### src/rtl/reg_file_wb.sv
// Writeback stage: commits ALU results into the register bank, serves two bypassed
// read ports, and keeps a per-register pending-write scoreboard for RAW stalls.

module reg_file_wb_pend #(
    parameter int PEND_W = 2
) (
    input  logic              clk,
    input  logic              rst_n,
    input  logic              inc_i,
    input  logic              dec_i,
    output logic [PEND_W-1:0] cnt_o
);
    logic [PEND_W-1:0] cnt_q, cnt_d;

    // inc is already blocked upstream at saturation; dec floors at zero so an
    // unannounced write cannot underflow the counter.
    always_comb begin
        cnt_d = cnt_q;
        if (inc_i && !dec_i)
            cnt_d = cnt_q + 1'b1;
        else if (dec_i && !inc_i && cnt_q != '0)
            cnt_d = cnt_q - 1'b1;
    end

    always_ff @(posedge clk or negedge rst_n) begin
        if (!rst_n) cnt_q <= '0;
        else        cnt_q <= cnt_d;
    end

    assign cnt_o = cnt_q;
endmodule

module reg_file_wb #(
    parameter int NREGS  = 32,
    parameter int XLEN   = 32,
    parameter int PEND_W = 2
) (
    input  logic            stg_clk,
    input  logic            reset,
    input  logic            stg_ena,
    input  logic [4:0]      wb_rd,
    input  logic [XLEN-1:0] wb_c,
    input  logic            wb_save,
    input  logic [4:0]      rs1,
    input  logic [4:0]      rs2,
    output logic [XLEN-1:0] rd1,
    output logic [XLEN-1:0] rd2,
    input  logic            iss_valid,
    input  logic [4:0]      iss_rd,
    input  logic            iss_wr,
    output logic            hazard,
    output logic            iss_full,
    output logic [15:0]     wb_count
);
    localparam logic [PEND_W-1:0] PEND_MAX = {PEND_W{1'b1}};

    logic                           commit;
    logic                           inc_any;
    logic [NREGS-1:0][PEND_W-1:0]   pend;
    logic [XLEN-1:0]                regs_q [NREGS];
    logic [15:0]                    wb_count_q, wb_count_d;

    assign commit   = stg_ena & wb_save & (wb_rd != 5'd0);
    assign iss_full = iss_valid & iss_wr & (iss_rd != 5'd0) & (pend[iss_rd] == PEND_MAX);
    assign inc_any  = stg_ena & iss_valid & iss_wr & (iss_rd != 5'd0) & ~iss_full;

    // x0 never has a pending write.
    assign pend[0] = '0;

    genvar r;
    generate
        for (r = 1; r < NREGS; r++) begin : g_pend
            reg_file_wb_pend #(.PEND_W(PEND_W)) u_pend (
                .clk   (stg_clk),
                .rst_n (reset),
                .inc_i (inc_any & (iss_rd == 5'(r))),
                .dec_i (commit  & (wb_rd  == 5'(r))),
                .cnt_o (pend[r])
            );
        end
    endgenerate

    always_ff @(posedge stg_clk or negedge reset) begin
        if (!reset) begin
            for (int i = 0; i < NREGS; i++) regs_q[i] <= '0;
        end else if (commit) begin
            regs_q[wb_rd] <= wb_c;
        end
    end

    assign wb_count_d = commit ? wb_count_q + 16'd1 : wb_count_q;

    always_ff @(posedge stg_clk or negedge reset) begin
        if (!reset) wb_count_q <= '0;
        else        wb_count_q <= wb_count_d;
    end

    assign wb_count = wb_count_q;

    // Two identical read ports; a write landing this cycle is forwarded and
    // resolves one outstanding pending write on that register.
    logic [4:0]      rs_v  [2];
    logic [XLEN-1:0] rd_v  [2];
    logic            haz_v [2];

    assign rs_v[0] = rs1;
    assign rs_v[1] = rs2;

    genvar p;
    generate
        for (p = 0; p < 2; p++) begin : g_rd
            logic hit;
            assign hit = commit & (wb_rd == rs_v[p]);

            always_comb begin
                rd_v[p] = regs_q[rs_v[p]];
                if (rs_v[p] == 5'd0) rd_v[p] = '0;
                else if (hit)        rd_v[p] = wb_c;
            end

            assign haz_v[p] = (rs_v[p] != 5'd0) & (pend[rs_v[p]] > PEND_W'(hit));
        end
    endgenerate

    assign rd1    = rd_v[0];
    assign rd2    = rd_v[1];
    assign hazard = haz_v[0] | haz_v[1];
endmodule

### config.mk
export PLATFORM = sky130hd
export DESIGN_NAME = reg_file_wb
export DESIGN_NICKNAME = d
export VERILOG_FILES = /design/src/rtl/reg_file_wb.sv
export SDC_FILE = /design/constraint.sdc
export NUM_CORES = 2
export LEC_CHECK = 0
export CAP_MARGIN = 20
export CORE_MARGIN = 1
export CORE_UTILIZATION = 60
export DETAILED_ROUTE_END_ITERATION = 6
export PLACE_DENSITY_LB_ADDON = 0.15
export SYNTH_ARGS = -nofsm -noshare
export SYNTH_HDL_FRONTEND = slang
export SYNTH_SLANG_ARGS = --single-unit
### constraint.sdc
create_clock -name stg_clk -period 9.58 [get_ports stg_clk]
set_clock_uncertainty 0.1 [all_clocks]
set_input_delay 1.916 -clock stg_clk [delete_from_list [all_inputs] [get_ports stg_clk]]
set_output_delay 1.916 -clock stg_clk [all_outputs]
set_load 0.01 [all_outputs]
# [Word level (Yosys, flattened, before mapping)]
# Cells that the tools add are included.
# Widths: inputs -> output; s select.
[classes] add_sub_neg=63 multipliers=0 n_div=0 order_cmp=9 eq_ne=65 n_shift=0 mux=81 bitwise_logic=80 n_reduce_logical=224
[op_table] op="$bwmux 1024" count=1
[op_table] op="$bmux 32 s5" count=2
[op_table] op="$mux 32" count=9
[op_table] op="$demux 32 s5" count=1
[op_table] op="$eq 5x5->1 const B" count=32
[op_table] op="$mux 2" count=65
[op_table] op="$reduce_bool 2->1" count=62
[op_table] op="$logic_and 1x1->1" count=94
[op_table] op="$eq 5x4->1 const B" count=16
[op_table] op="$and 1x1->1" count=75
[op_table] op="$add 2x1->2 const B" count=31
[op_table] op="$logic_not 1->1" count=62
[op_table] op="$sub 2x1->2 const B" count=31
[op_table] op="$eq 5x3->1 const B" count=8
[op_table] op="$bmux 2 s5" count=3
[op_table] op="$eq 5x2->1 const B" count=4
[op_table] op="$reduce_bool 5->1" count=4
[op_table] op="$ge 6x6->1 const B" count=3
[op_table] op="$lt 5x6->1 const B" count=3
[op_table] op="$not 5->6" count=3
[op_table] op="$add 16x1->16 const B" count=1
[op_table] op="$eq 5x1->1 const B" count=2
[op_table] op="$eq 5x5->1" count=2
[op_table] op="$logic_not 5->1" count=2
[op_table] op="5 further kinds" count=6
[word_totals] register_bits=1102 latchBits=0 mem_bits_rw=0 rom_bits=0 in_bits=58 out_inout_bits=82 mem_count=0

# [Depth between registers and ports, before layout]
[depth] ltp_word=12 depth_mapped=12 ltp_nobuf=7

# [By module]
# A second synthesis with hierarchy kept.
[hier_totals] hier_cells=4325 area_unflattened_um2=60947.2
[by_module_without_submodules] mod="reg_file_wb" instances=1 cells_each=3953 area_each_um2=57495.1 seq_area_each_um2=26025.0
[by_module_without_submodules] mod="reg_file_wb_pend" instances=31 cells_each=12 area_each_um2=111.4 seq_area_each_um2=50.0

# [Worst setup path before layout]
# No wires, ideal clock.
[synth_path] path_kind="input to output" start="input rs1[0]" end="output hazard" t_arrival_ns=4.526 setup_slack_ns=3.038 cell_stages=10 n_path_buf=4 cell_sequence="buf_2 > buf_2 > buf_2 > buf_2 > mux4_2 > mux4_2 > mux2i_1 > ha_1 > o21a_1 > o22ai_1"
[synth_via] elab_chain_len=5 word_cells_on_any_way=8
[synth_lines] element="from (decl)" line_no="44" source="input logic [4:0] rs1,"
[synth_lines] element="$bmux 2 s5 / $eq 5x5->1 (equally long branches)" line_no="121, 113"
[synth_lines] element="$mux 2 (implied by the code) / $and 1x1->1 (equally long branches)" line_no="121, 113"
[synth_lines] element="$gt 2x1->1" line_no="121" source="assign haz_v[p] = (rs_v[p] != 5'd0) & (pend[rs_v[p]] > PEND_W'(hit));"
[synth_lines] element="$and 1x1->1 *" line_no="121"
[synth_lines] element="$or 1x1->1 *" line_no="127" source="assign hazard = haz_v[0] | haz_v[1];"
[synth_lines] element="to (decl)" line_no="51" source="output logic hazard,"
# Every way passes the cells marked *; elsewhere a longest branch is shown, timed or not. The select of a mux whose other input is x is not followed.

# [Worst setup path after layout]
[layout_path] start="input wb_rd[4]" end="output rd2[6]"
[layout_via] elab_chain_len=5 word_cells_on_any_way=6
[layout_lines] element="from (decl)" line_no="41" source="input logic [4:0] wb_rd,"
[layout_lines] element="$reduce_bool 5->1" line_no="63" source="assign commit = stg_ena & wb_save & (wb_rd != 5'd0);"
[layout_lines] element="$and 1x1->1" line_no="63"
[layout_lines] element="$and 1x1->1 *" line_no="113" source="assign hit = commit & (wb_rd == rs_v[p]);"
[layout_lines] element="$mux 32 *" line_no="118" source="else if (hit) rd_v[p] = wb_c;"
[layout_lines] element="$mux 32 *" line_no="117" source="if (rs_v[p] == 5'd0) rd_v[p] = '0;"
[layout_lines] element="to (decl)" line_no="47" source="output logic [XLEN-1:0] rd2,"
# Every way passes the cells marked *; elsewhere a longest branch is shown, timed or not.

==> impl_metrics.py <==
metrics = {
    "route": {
        "drtPass1Iterations": 6,
        "avgViaCountPerCell": 7.10,
        "wire_per_inst_um": 30.9,
        "drc": 0,
        "antenna_left": 0,
        "totalWireLength_um": 184000,
        "via_count": 42260,
        "drt_iter0_markers": 4572,
    },
    "setup_path": {
        "startpoint_type": "input pin",
        "r2r_start": "g_pend[30].u_pend.cnt_o[1]",
        "end_kind": "output port",
        "cp_slowest_cell": "a21oi_1",
        "path_delay_family": "buffers and inverters",
        "max_stage_delay_ps": 830,
        "timing.rr.end": "g_pend[16].u_pend.cnt_o[0]",
        "worst-setup-path-type": "in2out",
        "ff2ff_setup_slack_ps": 6820,
        "crit_fanout": 17,
        "rr_worst_depth": 7,
        "path_cells": "clkdlybuf4s50_1, nor3_1, a21oi_1, nand4_1, inv_2, buf_4, nor3_1, nor3_1, clkdlybuf4s50_1",
        "path_common_cell": "nor3_1",
        "worstPathRequired_ps": 7560,
        "worstPathArrival_ps": 6220,
        "path_buf_inv": 4,
        "worstSetupStartpoint": "wb_rd[4]",
    },
    "global_routing": {
        "grt_max_degree": 176,
        "antenna_found_initial": 0,
        "use_met2": 0.570,
        "grt_pass1_vias": 42216,
        "busiest_layer": "met2",
        "gr-total-overflow": 0,
        "grtUsageMet1": 0.496,
        "grt_first_pass_wirelength_um": 277000,
        "track_usage": 0.362,
        "grtUsageMet3": 0.0677,
    },
    "place": {
        "dp_hpwl_um": 98300,
        "port_buffers": 139,
        "place_congestion": 0.857,
        "placed_cells": 5724,
        "post-place-ws_ps": 1560,
    },
    "synth": {
        "synth_top_cell_area_share": 0.450,
        "synth_area_sq_mm": 0.0613,
        "ys.flop_type": "dfrtp_1",
        "syn_area_per_cell_sq_um": 13.2,
        "yosys.area.top_type": "dfrtp_1",
        "ys_ff_latch": 1102,
        "synth_cell_types": 67,
        "synth_edf_count": 0,
        "synth-seq-area-share": 0.450,
        "synthCells": 4627,
        "async_reset_ff_frac": 1.00,
        "ys_top_cells_by_area": "dfrtp_1 45%, mux4_2 18%, mux2_2 17%",
        "syn-num-nets": 4688,
        "yosysWarningCount": 0,
    },
    "min_path": {
        "holdPathEnd": "regs_q[1016]",
        "whs_path_depth": 0,
        "hp-class": "reg2reg",
        "min_from": "regs_q[1016]",
    },
    "sta": {
        "slew_violations": 0,
        "min_period_over_period": 0.860,
        "setup_tns_ps": 0,
        "final_hold_viol_count": 0,
        "fmaxAchievable_mhz": 121,
        "worst_slack_ps": 1350,
        "slew_headroom": 0.216,
        "tightestPinTransition_ps": 1180,
        "rsz0062_at_grt": "false",
        "finalCriticalPeriod_ps": 8230,
        "finalSetupViolCount": 0,
        "holdWs_ps": 301,
    },
    "layout": {
        "fin_cells": 5956,
        "syn_to_final_growth_pct": 10.8,
        "nets": 4562,
        "drive_gt1_frac": 0.389,
        "diodes": 0,
    },
    "clock_network": {
        "postCtsSetupBuffers": 0,
        "tritoncts": "built",
        "clkTransAtPathRegs_ps": 60,
        "ctsHtreeMaxLevel": 3,
        "ctsHoldBuffers": 0,
        "ctsResizeCount": 0,
        "clk_latency_ps": 710,
        "cts_buffers": 118,
        "root_buffer": "clkbuf_16",
        "cts_buffer_depth": 3,
        "cts_sinks": 1102,
    },
    "floorplanning": {
        "row_count": 116,
        "core-area_sq_mm": 0.101,
        "die_area_sq_mm": 0.103,
        "ios": 140,
        "start_util": 0.609,
        "dieHeight_um": 322,
        "die_x_um": 322,
    },
    "run_status": {
        "status": "completed",
    },
    "job": {
        "drv_cap": 0,
    },
    "power_and_ir_drop": {
        "vdd_ir_drop_max_v": 0.000171,
        "p_per_area_mw_per_mm2": 186,
        "p_leak_nw": 30.3,
    },
}
[cell type report]
type	instances	area (sq um)
clock inverters	54	510
multi-input cells	3018	31900
well taps	1357	1700
flip-flops and latches	1102	27600
inverters	16	60.1
clock buffers	164	3470
repair buffers	245	2670
fillers	7211	32700
[worst reg2reg max path, stage by stage, from the launching register on]
cell      delay [ps]
dfrtp_1          440
mux4_2           480
or2_2            280
nand3_1          120
a22oi_4          260
or4_4            600
a311oi_1         300
a21oi_1           70
[sequential cells by signal (all words and copies together), names as in the netlist]
name and count:
g_pend.u_pend.cnt_o 62, wb_count 16, regs_q 1024
[per-layer routing]
layer	part of all wire	vias to the layer above
li1	-	17346
met1	0.39	22328
met2	0.47	2113
met3	0.089	473
met4	0.045	0
met5	0	-
[power breakdown]
part	total, mW	switching, mW	internal, mW
logic	2.24	0.978	1.26
clock network	4.70	1.97	2.73
registers	5.72	0.472	5.25
total	12.7	3.42	9.24
[cell usage in the layout (no fill, tap or decap), types with 12 or more instances in the layout]
master	count
dfrtp_1	1102
mux2_2	934
mux4_2	478
nand2_1	358
mux2i_1	284
clkdlybuf4s50_1	128
clkbuf_16	124
nor3_1	121
nor2_1	106
buf_4	77
a21oi_1	66
a221oi_1	65
a211oi_1	64
o21ai_0	63
nand3_1	48
a22oi_1	42
a311oi_1	41
nand2b_1	38
clkinv_2	37
a31oi_1	36
a221o_1	32
clkbuf_8	30
nor2b_1	27
xnor2_1	26
nor2_4	20
and3_1	17
buf_12	17
inv_1	15
clkbuf_1	15
o21a_1	14
nand4_1	12
[cell usage after synthesis (12+ instances only)]
library cell	count
dfrtp_1	1102
a22oi_1	42
mux2_2	934
xnor2_1	26
inv_1	16
nand2b_1	40
buf_1	35
mux2i_1	284
nor2b_1	30
nor2_1	126
a311oi_1	41
nand3_1	48
and3_1	17
buf_2	99
a21oi_1	66
a211oi_1	64
o21ai_0	63
a221oi_1	65
mux4_2	478
nand2_1	369
a221o_1	32
clkbuf_1	347
o21a_1	14
nand4_1	12
a31oi_1	36
nor3_1	121
[metrics by stage]
stage,util,total power [mW],instance area [sq um]
detailed placement,0.632,7.99,63600
floorplan,-,7.24,61300
global route,0.675,13.1,67900
finish,0.675,12.7,67900
CTS,0.671,12.7,67500
global placement,0.632,7.90,63500
[worst max path at each step]
| stage | end | slack (ps) | cells past startpoint |
|---|---|---|---|
| CTS | rd2[6] | 1560 | 9 |
| detailed placement | rd2[6] | 1560 | 9 |
| global route | rd2[6] | 1350 | 9 |
| finish | rd2[6] | 1350 | 9 |
| global placement | rd2[6] | 1620 | 9 |
| floorplan | hazard | 3040 | 10 |
[logic make-up after synthesis]
logic type	after synthesis	share of synthesized area
compound gates	467	0.0558
xor+xnor	37	0.00529
fa+ha+maj	3	0.000613
buf+inv	507	0.0338
flops	1102	0.450
mux	1696	0.394
simple gates	815	0.0607
(Power assumes the default switching activity.)
